`src/rtl/noc_credit_valrdy_bridge_pkg.sv`:
```
// Shared constants and helpers for the credit <-> val/rdy NoC bridge.
// Optional flit counters are built when NOC_BRIDGE_PERF_CNT_EN is defined.
package noc_credit_valrdy_bridge_pkg;

  localparam int NOC_BRIDGE_PERF_W = 32;

  localparam int NOC_BRIDGE_CH_NOC1 = 0;
  localparam int NOC_BRIDGE_CH_NOC2 = 1;
  localparam int NOC_BRIDGE_CH_NOC3 = 2;

  localparam int NOC_BRIDGE_NUM_CH     = 3;
  localparam int NOC_BRIDGE_DATA_W     = 64;
  localparam int NOC_BRIDGE_FIFO_DEPTH = 4;
  localparam int NOC_BRIDGE_CREDITS    = 4;

  typedef logic [NOC_BRIDGE_PERF_W-1:0] perf_cnt_t;

  function automatic perf_cnt_t sat_inc(
    input perf_cnt_t v
  );
    return (v == '1) ? v : v + perf_cnt_t'(1);
  endfunction

endpackage

```
`src/rtl/noc_credit_valrdy_bridge_if.sv`:
```
// Bundled credit-side and val/rdy-side signals of the NoC bridge.
// slave = bridge side, master = NoC / agent side.
interface noc_credit_valrdy_bridge_if
  import noc_credit_valrdy_bridge_pkg::*;
#(
  parameter int NUM_CH = NOC_BRIDGE_NUM_CH,
  parameter int DATA_W = NOC_BRIDGE_DATA_W
) ();

  logic [NUM_CH-1:0]        cr_in_valid;
  logic [NUM_CH*DATA_W-1:0] cr_in_data;
  logic [NUM_CH-1:0]        cr_in_yummy;
  logic [NUM_CH-1:0]        vr_out_valid;
  logic [NUM_CH*DATA_W-1:0] vr_out_data;
  logic [NUM_CH-1:0]        vr_out_ready;

  logic [NUM_CH-1:0]        vr_in_valid;
  logic [NUM_CH*DATA_W-1:0] vr_in_data;
  logic [NUM_CH-1:0]        vr_in_ready;
  logic [NUM_CH-1:0]        cr_out_valid;
  logic [NUM_CH*DATA_W-1:0] cr_out_data;
  logic [NUM_CH-1:0]        cr_out_yummy;

  logic [NUM_CH-1:0]        ovf_err;
  logic [NUM_CH-1:0]        cred_err;

  logic [NUM_CH*NOC_BRIDGE_PERF_W-1:0] perf_in_cnt;
  logic [NUM_CH*NOC_BRIDGE_PERF_W-1:0] perf_out_cnt;

  modport slave (
    input  cr_in_valid,
    input  cr_in_data,
    output cr_in_yummy,
    output vr_out_valid,
    output vr_out_data,
    input  vr_out_ready,
    input  vr_in_valid,
    input  vr_in_data,
    output vr_in_ready,
    output cr_out_valid,
    output cr_out_data,
    input  cr_out_yummy,
    output ovf_err,
    output cred_err,
    output perf_in_cnt,
    output perf_out_cnt
  );

  modport master (
    output cr_in_valid,
    output cr_in_data,
    input  cr_in_yummy,
    input  vr_out_valid,
    input  vr_out_data,
    output vr_out_ready,
    output vr_in_valid,
    output vr_in_data,
    input  vr_in_ready,
    input  cr_out_valid,
    input  cr_out_data,
    output cr_out_yummy,
    input  ovf_err,
    input  cred_err,
    input  perf_in_cnt,
    input  perf_out_cnt
  );

endinterface

```
`src/rtl/noc_credit_valrdy_bridge_fifo.sv`:
```
// Show-ahead FIFO for one ingress channel of the NoC bridge.
// Pointers carry an extra MSB to split full from empty.
module noc_credit_valrdy_bridge_fifo #(
  parameter int DATA_W     = 64,
  parameter int FIFO_DEPTH = 4
) (
  input  logic              clk,
  input  logic              reset,
  input  logic              push,
  input  logic              pop,
  input  logic [DATA_W-1:0] din,
  output logic [DATA_W-1:0] dout,
  output logic              full,
  output logic              empty
);

  localparam int AW = $clog2(FIFO_DEPTH);

  logic [DATA_W-1:0] mem [FIFO_DEPTH];
  logic [AW:0]       wr_ptr;
  logic [AW:0]       rd_ptr;
  logic              do_push;
  logic              do_pop;

  assign empty = (wr_ptr == rd_ptr);
  assign full  = (wr_ptr[AW] != rd_ptr[AW]) &&
                 (wr_ptr[AW-1:0] == rd_ptr[AW-1:0]);

  // A push into a full FIFO is only taken when the head leaves this cycle.
  assign do_push = push && (!full || pop);
  assign do_pop  = pop && !empty;

  assign dout = mem[rd_ptr[AW-1:0]];

  always_ff @(posedge clk) begin
    if (reset) begin
      wr_ptr <= '0;
      rd_ptr <= '0;
    end else begin
      if (do_push) wr_ptr <= wr_ptr + (AW+1)'(1);
      if (do_pop)  rd_ptr <= rd_ptr + (AW+1)'(1);
    end
  end

  always_ff @(posedge clk) begin
    if (do_push) mem[wr_ptr[AW-1:0]] <= din;
  end

endmodule

```
`src/rtl/noc_credit_valrdy_bridge.sv`:
```
// Multi-channel credit <-> val/rdy NoC bridge with sticky error flags.
// Define NOC_BRIDGE_PERF_CNT_EN to build per-channel flit counters.
module noc_credit_valrdy_bridge
  import noc_credit_valrdy_bridge_pkg::*;
#(
  parameter int NUM_CH     = NOC_BRIDGE_NUM_CH,
  parameter int DATA_W     = NOC_BRIDGE_DATA_W,
  parameter int FIFO_DEPTH = NOC_BRIDGE_FIFO_DEPTH,
  parameter int CREDITS    = NOC_BRIDGE_CREDITS
) (
  input  logic                        clk,
  input  logic                        reset,
  noc_credit_valrdy_bridge_if.slave   bus
);

  localparam int CW = $clog2(CREDITS + 1);
  localparam logic [CW-1:0] CRED_MAX = CW'(CREDITS);
  localparam int PW = NOC_BRIDGE_PERF_W;

  for (genvar c = 0; c < NUM_CH; c++) begin : g_ch

    logic              full;
    logic              empty;
    logic              pop;
    logic              push;
    logic [DATA_W-1:0] head;
    logic              yummy_q;
    logic              ovf_q;

    logic              hs;
    logic              yum;
    logic [CW-1:0]     cnt_q;
    logic              cred_q;
    logic              ov_q;
    logic [DATA_W-1:0] od_q;

    assign push = bus.cr_in_valid[c];
    assign pop  = !empty && bus.vr_out_ready[c];

    noc_credit_valrdy_bridge_fifo #(
      .DATA_W     (DATA_W),
      .FIFO_DEPTH (FIFO_DEPTH)
    ) u_fifo (
      .clk   (clk),
      .reset (reset),
      .push  (push),
      .pop   (pop),
      .din   (bus.cr_in_data[c*DATA_W +: DATA_W]),
      .dout  (head),
      .full  (full),
      .empty (empty)
    );

    always_ff @(posedge clk) begin
      if (reset) begin
        yummy_q <= 1'b0;
        ovf_q   <= 1'b0;
      end else begin
        yummy_q <= pop;
        if (full && push && !pop) ovf_q <= 1'b1;
      end
    end

    assign hs  = bus.vr_in_valid[c] && (cnt_q != '0);
    assign yum = bus.cr_out_yummy[c];

    // A yummy that would push the count past CREDITS is flagged, not counted.
    always_ff @(posedge clk) begin
      if (reset) begin
        cnt_q  <= CRED_MAX;
        cred_q <= 1'b0;
        ov_q   <= 1'b0;
        od_q   <= '0;
      end else begin
        ov_q <= hs;
        if (hs) od_q <= bus.vr_in_data[c*DATA_W +: DATA_W];
        if (yum && !hs) begin
          if (cnt_q == CRED_MAX) cred_q <= 1'b1;
          else cnt_q <= cnt_q + CW'(1);
        end else if (hs && !yum) begin
          cnt_q <= cnt_q - CW'(1);
        end
      end
    end

    assign bus.cr_in_yummy[c]                 = yummy_q;
    assign bus.vr_out_valid[c]                = !empty;
    assign bus.vr_out_data[c*DATA_W +: DATA_W] = head;
    assign bus.ovf_err[c]                     = ovf_q;
    assign bus.vr_in_ready[c]                 = (cnt_q != '0);
    assign bus.cr_out_valid[c]                = ov_q;
    assign bus.cr_out_data[c*DATA_W +: DATA_W] = od_q;
    assign bus.cred_err[c]                    = cred_q;

`ifdef NOC_BRIDGE_PERF_CNT_EN
    perf_cnt_t pin_q;
    perf_cnt_t pout_q;

    always_ff @(posedge clk) begin
      if (reset) begin
        pin_q  <= '0;
        pout_q <= '0;
      end else begin
        if (pop) pin_q <= sat_inc(pin_q);
        if (hs)  pout_q <= sat_inc(pout_q);
      end
    end

    assign bus.perf_in_cnt[c*PW +: PW]  = pin_q;
    assign bus.perf_out_cnt[c*PW +: PW] = pout_q;
`else
    assign bus.perf_in_cnt[c*PW +: PW]  = '0;
    assign bus.perf_out_cnt[c*PW +: PW] = '0;
`endif

  end

endmodule
```
`src/flat_wrapper.sv`:
```
// flat-port wrapper written by rule: the top's interface ports become plain ports
module noc_credit_valrdy_bridge_flat import noc_credit_valrdy_bridge_pkg::*;
#(
  parameter int NUM_CH     = NOC_BRIDGE_NUM_CH,
  parameter int DATA_W     = NOC_BRIDGE_DATA_W,
  parameter int FIFO_DEPTH = NOC_BRIDGE_FIFO_DEPTH,
  parameter int CREDITS    = NOC_BRIDGE_CREDITS
)
  (clk, reset, bus_cr_in_valid, bus_cr_in_data, bus_cr_in_yummy, bus_vr_out_valid, bus_vr_out_data, bus_vr_out_ready, bus_vr_in_valid, bus_vr_in_data, bus_vr_in_ready, bus_cr_out_valid, bus_cr_out_data, bus_cr_out_yummy, bus_ovf_err, bus_cred_err, bus_perf_in_cnt, bus_perf_out_cnt);
  noc_credit_valrdy_bridge_if #(.NUM_CH(NUM_CH), .DATA_W(DATA_W)) bus_i ();
  input  logic clk;
  input  logic reset;
  input wire logic [$bits(bus_i.cr_in_valid)-1:0] bus_cr_in_valid;
  input wire logic [$bits(bus_i.cr_in_data)-1:0] bus_cr_in_data;
  output wire logic [$bits(bus_i.cr_in_yummy)-1:0] bus_cr_in_yummy;
  output wire logic [$bits(bus_i.vr_out_valid)-1:0] bus_vr_out_valid;
  output wire logic [$bits(bus_i.vr_out_data)-1:0] bus_vr_out_data;
  input wire logic [$bits(bus_i.vr_out_ready)-1:0] bus_vr_out_ready;
  input wire logic [$bits(bus_i.vr_in_valid)-1:0] bus_vr_in_valid;
  input wire logic [$bits(bus_i.vr_in_data)-1:0] bus_vr_in_data;
  output wire logic [$bits(bus_i.vr_in_ready)-1:0] bus_vr_in_ready;
  output wire logic [$bits(bus_i.cr_out_valid)-1:0] bus_cr_out_valid;
  output wire logic [$bits(bus_i.cr_out_data)-1:0] bus_cr_out_data;
  input wire logic [$bits(bus_i.cr_out_yummy)-1:0] bus_cr_out_yummy;
  output wire logic [$bits(bus_i.ovf_err)-1:0] bus_ovf_err;
  output wire logic [$bits(bus_i.cred_err)-1:0] bus_cred_err;
  output wire logic [$bits(bus_i.perf_in_cnt)-1:0] bus_perf_in_cnt;
  output wire logic [$bits(bus_i.perf_out_cnt)-1:0] bus_perf_out_cnt;
  assign bus_i.cr_in_valid = bus_cr_in_valid;
  assign bus_i.cr_in_data = bus_cr_in_data;
  assign bus_cr_in_yummy = bus_i.cr_in_yummy;
  assign bus_vr_out_valid = bus_i.vr_out_valid;
  assign bus_vr_out_data = bus_i.vr_out_data;
  assign bus_i.vr_out_ready = bus_vr_out_ready;
  assign bus_i.vr_in_valid = bus_vr_in_valid;
  assign bus_i.vr_in_data = bus_vr_in_data;
  assign bus_vr_in_ready = bus_i.vr_in_ready;
  assign bus_cr_out_valid = bus_i.cr_out_valid;
  assign bus_cr_out_data = bus_i.cr_out_data;
  assign bus_i.cr_out_yummy = bus_cr_out_yummy;
  assign bus_ovf_err = bus_i.ovf_err;
  assign bus_cred_err = bus_i.cred_err;
  assign bus_perf_in_cnt = bus_i.perf_in_cnt;
  assign bus_perf_out_cnt = bus_i.perf_out_cnt;
  noc_credit_valrdy_bridge #(.NUM_CH(NUM_CH), .DATA_W(DATA_W), .FIFO_DEPTH(FIFO_DEPTH), .CREDITS(CREDITS)) u_core (.clk(clk), .reset(reset), .bus(bus_i));
endmodule
```
`config.mk`:
```
export PLATFORM = sky130hd
export DESIGN_NAME = noc_credit_valrdy_bridge_flat
export DESIGN_NICKNAME = d
export VERILOG_FILES = /design/src/rtl/noc_credit_valrdy_bridge_pkg.sv /design/src/rtl/noc_credit_valrdy_bridge_if.sv /design/src/rtl/noc_credit_valrdy_bridge_fifo.sv /design/src/rtl/noc_credit_valrdy_bridge.sv /design/src/flat_wrapper.sv
export SDC_FILE = /design/constraint.sdc
export NUM_CORES = 1
export LEC_CHECK = 0
export CAP_MARGIN = 20
export CORE_AREA = 2 2 386 388
export DETAILED_ROUTE_END_ITERATION = 7
export DIE_AREA = 0 0 388 390
export PLACE_DENSITY = 0.49
export SYNTH_ARGS = -nofsm -noshare
export SYNTH_HDL_FRONTEND = slang
export SYNTH_SLANG_ARGS = --single-unit
```
`constraint.sdc`:
```
create_clock -name clk -period 4.98 [get_ports clk]
set_clock_uncertainty 0.05 [all_clocks]
set_input_delay 0.498 -clock clk [delete_from_list [all_inputs] [get_ports clk]]
set_output_delay 0.498 -clock clk [all_outputs]
set_load 0.01 [all_outputs]
```
==> flow_summary.rst <==
.. list-table::
   :header-rows: 1

   * - Metric
     - Value
   * - Result of the run
     - finished, final reports clean
   * - Netlist cell types
     - 39
   * - Number of stages on the worst hold path
     - 3
   * - CTS tree
     - built
   * - Number of flops mapped to enable cells by yosys
     - 768
   * - Biggest area consumer among synthesized cells
     - sky130_fd_sc_hd__edfxtp_1
   * - Maximum count of clock buffers along a single path
     - 3
   * - Busiest layer in global routing
     - met2
   * - MaxCap Viol Count
     - 0
   * - Unrepaired setup endpoints after global routing
     - false
   * - Share of the cycle needed by the critical path after routing
     - 0.7338
   * - Grt met3 use
     - 0.05407
   * - Starting density of the core
     - 0.2599
   * - Count of input and output buffers
     - 799
   * - Gate count of the mapped netlist
     - 2306
   * - Core footprint
     - 147100 um2
   * - Fin nets
     - 3540
   * - Multi-input gate area
     - 8899 um2
   * - GR met1 Demand/Resource
     - 0.1740
   * - Maximum number of pins on one net before global-route repair
     - 99
   * - Count of clock tree sinks
     - 1005
   * - P&R area growth vs syn
     - 33.97%
   * - Clock transition at the register clock pins on the worst setup and hold paths after CTS
     - 0.06 ns
   * - Storage cell area
     - 27820 um2
   * - Post-placement setup slack
     - 1.845 ns
   * - Critical path required time
     - 4.43 ns
   * - Longest individual stage delay on the worst path
     - 0.98 ns
   * - Die boundary height
     - 390 um
   * - DRC violations left
     - 0
   * - Share of layout cells above drive strength 1
     - 0.1349
   * - Top cell types by occurrence after synthesis
     - sky130_fd_sc_hd__edfxtp_1, sky130_fd_sc_hd__nand2_1, sky130_fd_sc_hd__dfxtp_1, sky130_fd_sc_hd__a21oi_1, sky130_fd_sc_hd__buf_4
   * - Synthesized flop and latch total
     - 1005
   * - Yosys warns
     - 0
   * - Hold_buf cts
     - 0
   * - Wirelength, routed
     - 116500 um
   * - CTS Buf Count
     - 111
   * - Top achievable clock speed
     - 273.7 MHz
   * - CP startpoint kind
     - register
   * - Mean number of vias per cell
     - 4.215
   * - H-tree depth
     - 3
   * - Detail-routed net length per standard cell
     - 22.60 um
   * - Leakage
     - 17.14 nW
   * - Proportion of register bits with asynchronous set or reset after synthesis
     - 0
   * - Final Total Pwr
     - 22.33 mW
   * - Core utilization of the finished layout
     - 0.3482
   * - GRT Total Usage
     - 0.1493
   * - Number of antenna violations at the first check in global routing
     - 62
   * - Die Span X
     - 388 um
   * - Worst slew margin relative to its limit
     - 0.3562
   * - Largest vdd supply drop
     - 0.2765 mV
   * - Non-filler cells in the finished layout
     - 5156
   * - Crit path arrival time
     - 3.11 ns
   * - Transition time of the tightest slew-check pin
     - 0.9658 ns
   * - Via total after detailed routing
     - 21732
   * - Length of the first detailed-routing pass in iterations
     - 4
   * - Post-CTS setup buffer count
     - 0
   * - Sum Neg Setup Slack
     - 0 ns
   * - Number of core rows
     - 141
   * - Clock latency reported for the late side of the worst-skew pair
     - 0.73 ns
   * - Nature of the critical path endpoint
     - output pin
   * - Flip-flop cell with the highest count after synthesis
     - sky130_fd_sc_hd__edfxtp_1
   * - Depth of the worst register-to-register path
     - 5
   * - Buffer type at the clock tree root
     - sky130_fd_sc_hd__clkbuf_16
   * - Combined area of all synthesized cells
     - 38240 um2
   * - Detailed placer's ending HPWL
     - 82190 um
   * - Fill cell total of the finished layout
     - 14244
   * - Final Hold Violating Endpoints
     - 0
   * - Die Footprint
     - 151300 um2
   * - # resized after CTS
     - 0
   * - Origin of the worst min-delay path
     - bus_vr_in_data[113]
   * - Via count of the first global-routing pass
     - 22100
   * - Type of the tightest min-delay check
     - input pin to register
   * - Type of the worst setup path
     - register to output pin
   * - Antenna viol nets, final
     - 0
   * - Number of design-rule violations left by the first detailed-router iteration
     - 995
   * - First-pass GRT wire length
     - 163000 um
   * - Top post-synthesis cells by area
     - sky130_fd_sc_hd__edfxtp_1, sky130_fd_sc_hd__dfxtp_1, sky130_fd_sc_hd__mux4_2
   * - Worst-path fanout max
     - 41
   * - Dpl cells
     - 4941
   * - Total congestion overflow
     - 0
   * - Post-synthesis area per instance
     - 16.58 um2
   * - Global Route met2 Usage
     - 0.2535
   * - Number of placed I/O pins
     - 992
   * - Routability-driven placement congestion ratio
     - 0.7454
   * - Most numerous cell in the Yosys netlist
     - sky130_fd_sc_hd__edfxtp_1
   * - Clock period minus final worst setup slack
     - 3.654 ns
   * - Final setup fails
     - 0
   * - Ratio of total power to cell area
     - 435.9 nW/um2
   * - Area share of the largest cell type after synthesis
     - 0.6031
   * - Sequence of cells on the critical path
     - buf_12, mux4_2, clkdlybuf4s50_1
   * - Sequential cell area fraction in the yosys report
     - 0.7272
   * - Cell with the biggest individual delay on the critical path
     - sky130_fd_sc_hd__dfxtp_4
   * - Final number of max-transition violations
     - 0
   * - R2R Path Start
     - u_core.g_ch[1].u_fifo.wr_ptr[1]$_SDFFE_PP0P_
   * - Final Worst Setup Slack
     - 1.326 ns
==> through the flow <==
step | hold WS, ns | area, um2
after global placement | 0.3908 | 47560
after detailed placement | 0.3962 | 47560
after global routing | 0.2101 | 51210
after CTS | 0.1771 | 51200
final | 0.2713 | 51230
after floorplan | 0.3880 | 38950
==> layout make-up <==
type                            instances  share of cell area
Timing Repair Buffer                  833              0.1634
Multi-Input combinational cell       1159              0.1737
Tap cell                             1930             0.04714
Antenna cell                            9           0.0004396
Sequential cell                      1005              0.5432
Clock buffer                          135             0.05679
Clock inverter                         71             0.01436
Inverter                               14            0.001026
==> layout by cell type, fill, tap and decap left out, types with 6 or more instances in the layout <==
master	synthesis	layout
sky130_fd_sc_hd__ha_1	15	15
sky130_fd_sc_hd__buf_12	0	9
sky130_fd_sc_hd__nor2b_1	8	8
sky130_fd_sc_hd__clkbuf_16	0	112
sky130_fd_sc_hd__nor2_1	42	42
sky130_fd_sc_hd__clkbuf_1	47	21
sky130_fd_sc_hd__clkdlybuf4s50_1	0	798
sky130_fd_sc_hd__or3_1	7	7
sky130_fd_sc_hd__clkinv_1	0	18
sky130_fd_sc_hd__o21ai_0	12	12
sky130_fd_sc_hd__conb_1	1	192
sky130_fd_sc_hd__mux2i_1	6	6
sky130_fd_sc_hd__diode_2	0	9
sky130_fd_sc_hd__dfxtp_1	237	231
sky130_fd_sc_hd__mux4_2	192	192
sky130_fd_sc_hd__edfxtp_1	768	768
sky130_fd_sc_hd__a31oi_1	6	6
sky130_fd_sc_hd__buf_4	204	25
sky130_fd_sc_hd__inv_1	14	11
sky130_fd_sc_hd__clkinvlp_4	0	6
sky130_fd_sc_hd__a21oi_1	207	207
sky130_fd_sc_hd__bufinv_16	0	10
sky130_fd_sc_hd__and2_2	0	8
sky130_fd_sc_hd__nand2_1	393	390
sky130_fd_sc_hd__xor2_1	16	16
sky130_fd_sc_hd__xnor2_1	9	9
sky130_fd_sc_hd__clkinv_2	0	29
==> final timing paths <==
| kind | slack (ns) | end |
|---|---|---|
| worst max-delay path | 1.33 | bus_vr_out_data[31] |
| worst min-delay path | 0.27 | u_core.g_ch[1].od_q[49]$_SDFFE_PP0P_ |
| worst max register to register | 2.20 | u_core.g_ch[1].u_fifo.mem[0][10]$_DFFE_PP_ |
| worst min register to register | 0.40 | u_core.g_ch[0].od_q[34]$_SDFFE_PP0P_ |
==> logic make-up after synthesis <==
family / Yosys count / share of synthesized area
mux: 198 / 0.1147
compound gates: 242 / 0.03482
fa+ha+maj: 18 / 0.006479
xor+xnor: 27 / 0.006577
flops: 1005 / 0.7272
buf+inv: 333 / 0.05962
other cells: 1 / 0.00009807
simple gates: 482 / 0.05055
==> registers in the layout (all words and copies together) (netlist names), 9 cells and up, named ones only <==
| name | flops |
|---|---|
| u_core.g_ch.cnt_q | 9 |
| u_core.g_ch.od_q | 192 |
| u_core.g_ch.u_fifo.mem | 768 |
| u_core.g_ch.u_fifo.rd_ptr | 9 |
| u_core.g_ch.u_fifo.wr_ptr | 9 |
==> critical path: cells and delay by family, from the launching register on <==
family	cells	cell delay [ns]
DFF	1	0.98
buffers and inverters	2	0.86
muxes	1	0.53
==> power breakdown <==
| part | internal [mW] | switching, mW |
|---|---|---|
| logic | 2.23 | 2.02 |
| clock network | 4.70 | 3.47 |
| registers | 9.55 | 0.352 |
| total | 16.5 | 5.84 |
==> per-layer routing <==
metal | wire length, um | vias up | part of all wire
li1 | - | 9855 | -
met5 | 290 | - | 0.0025
met1 | 45110 | 10886 | 0.39
met4 | 3819 | 40 | 0.033
met3 | 9009 | 229 | 0.077
met2 | 58310 | 722 | 0.50
(Power assumes the default switching activity.)
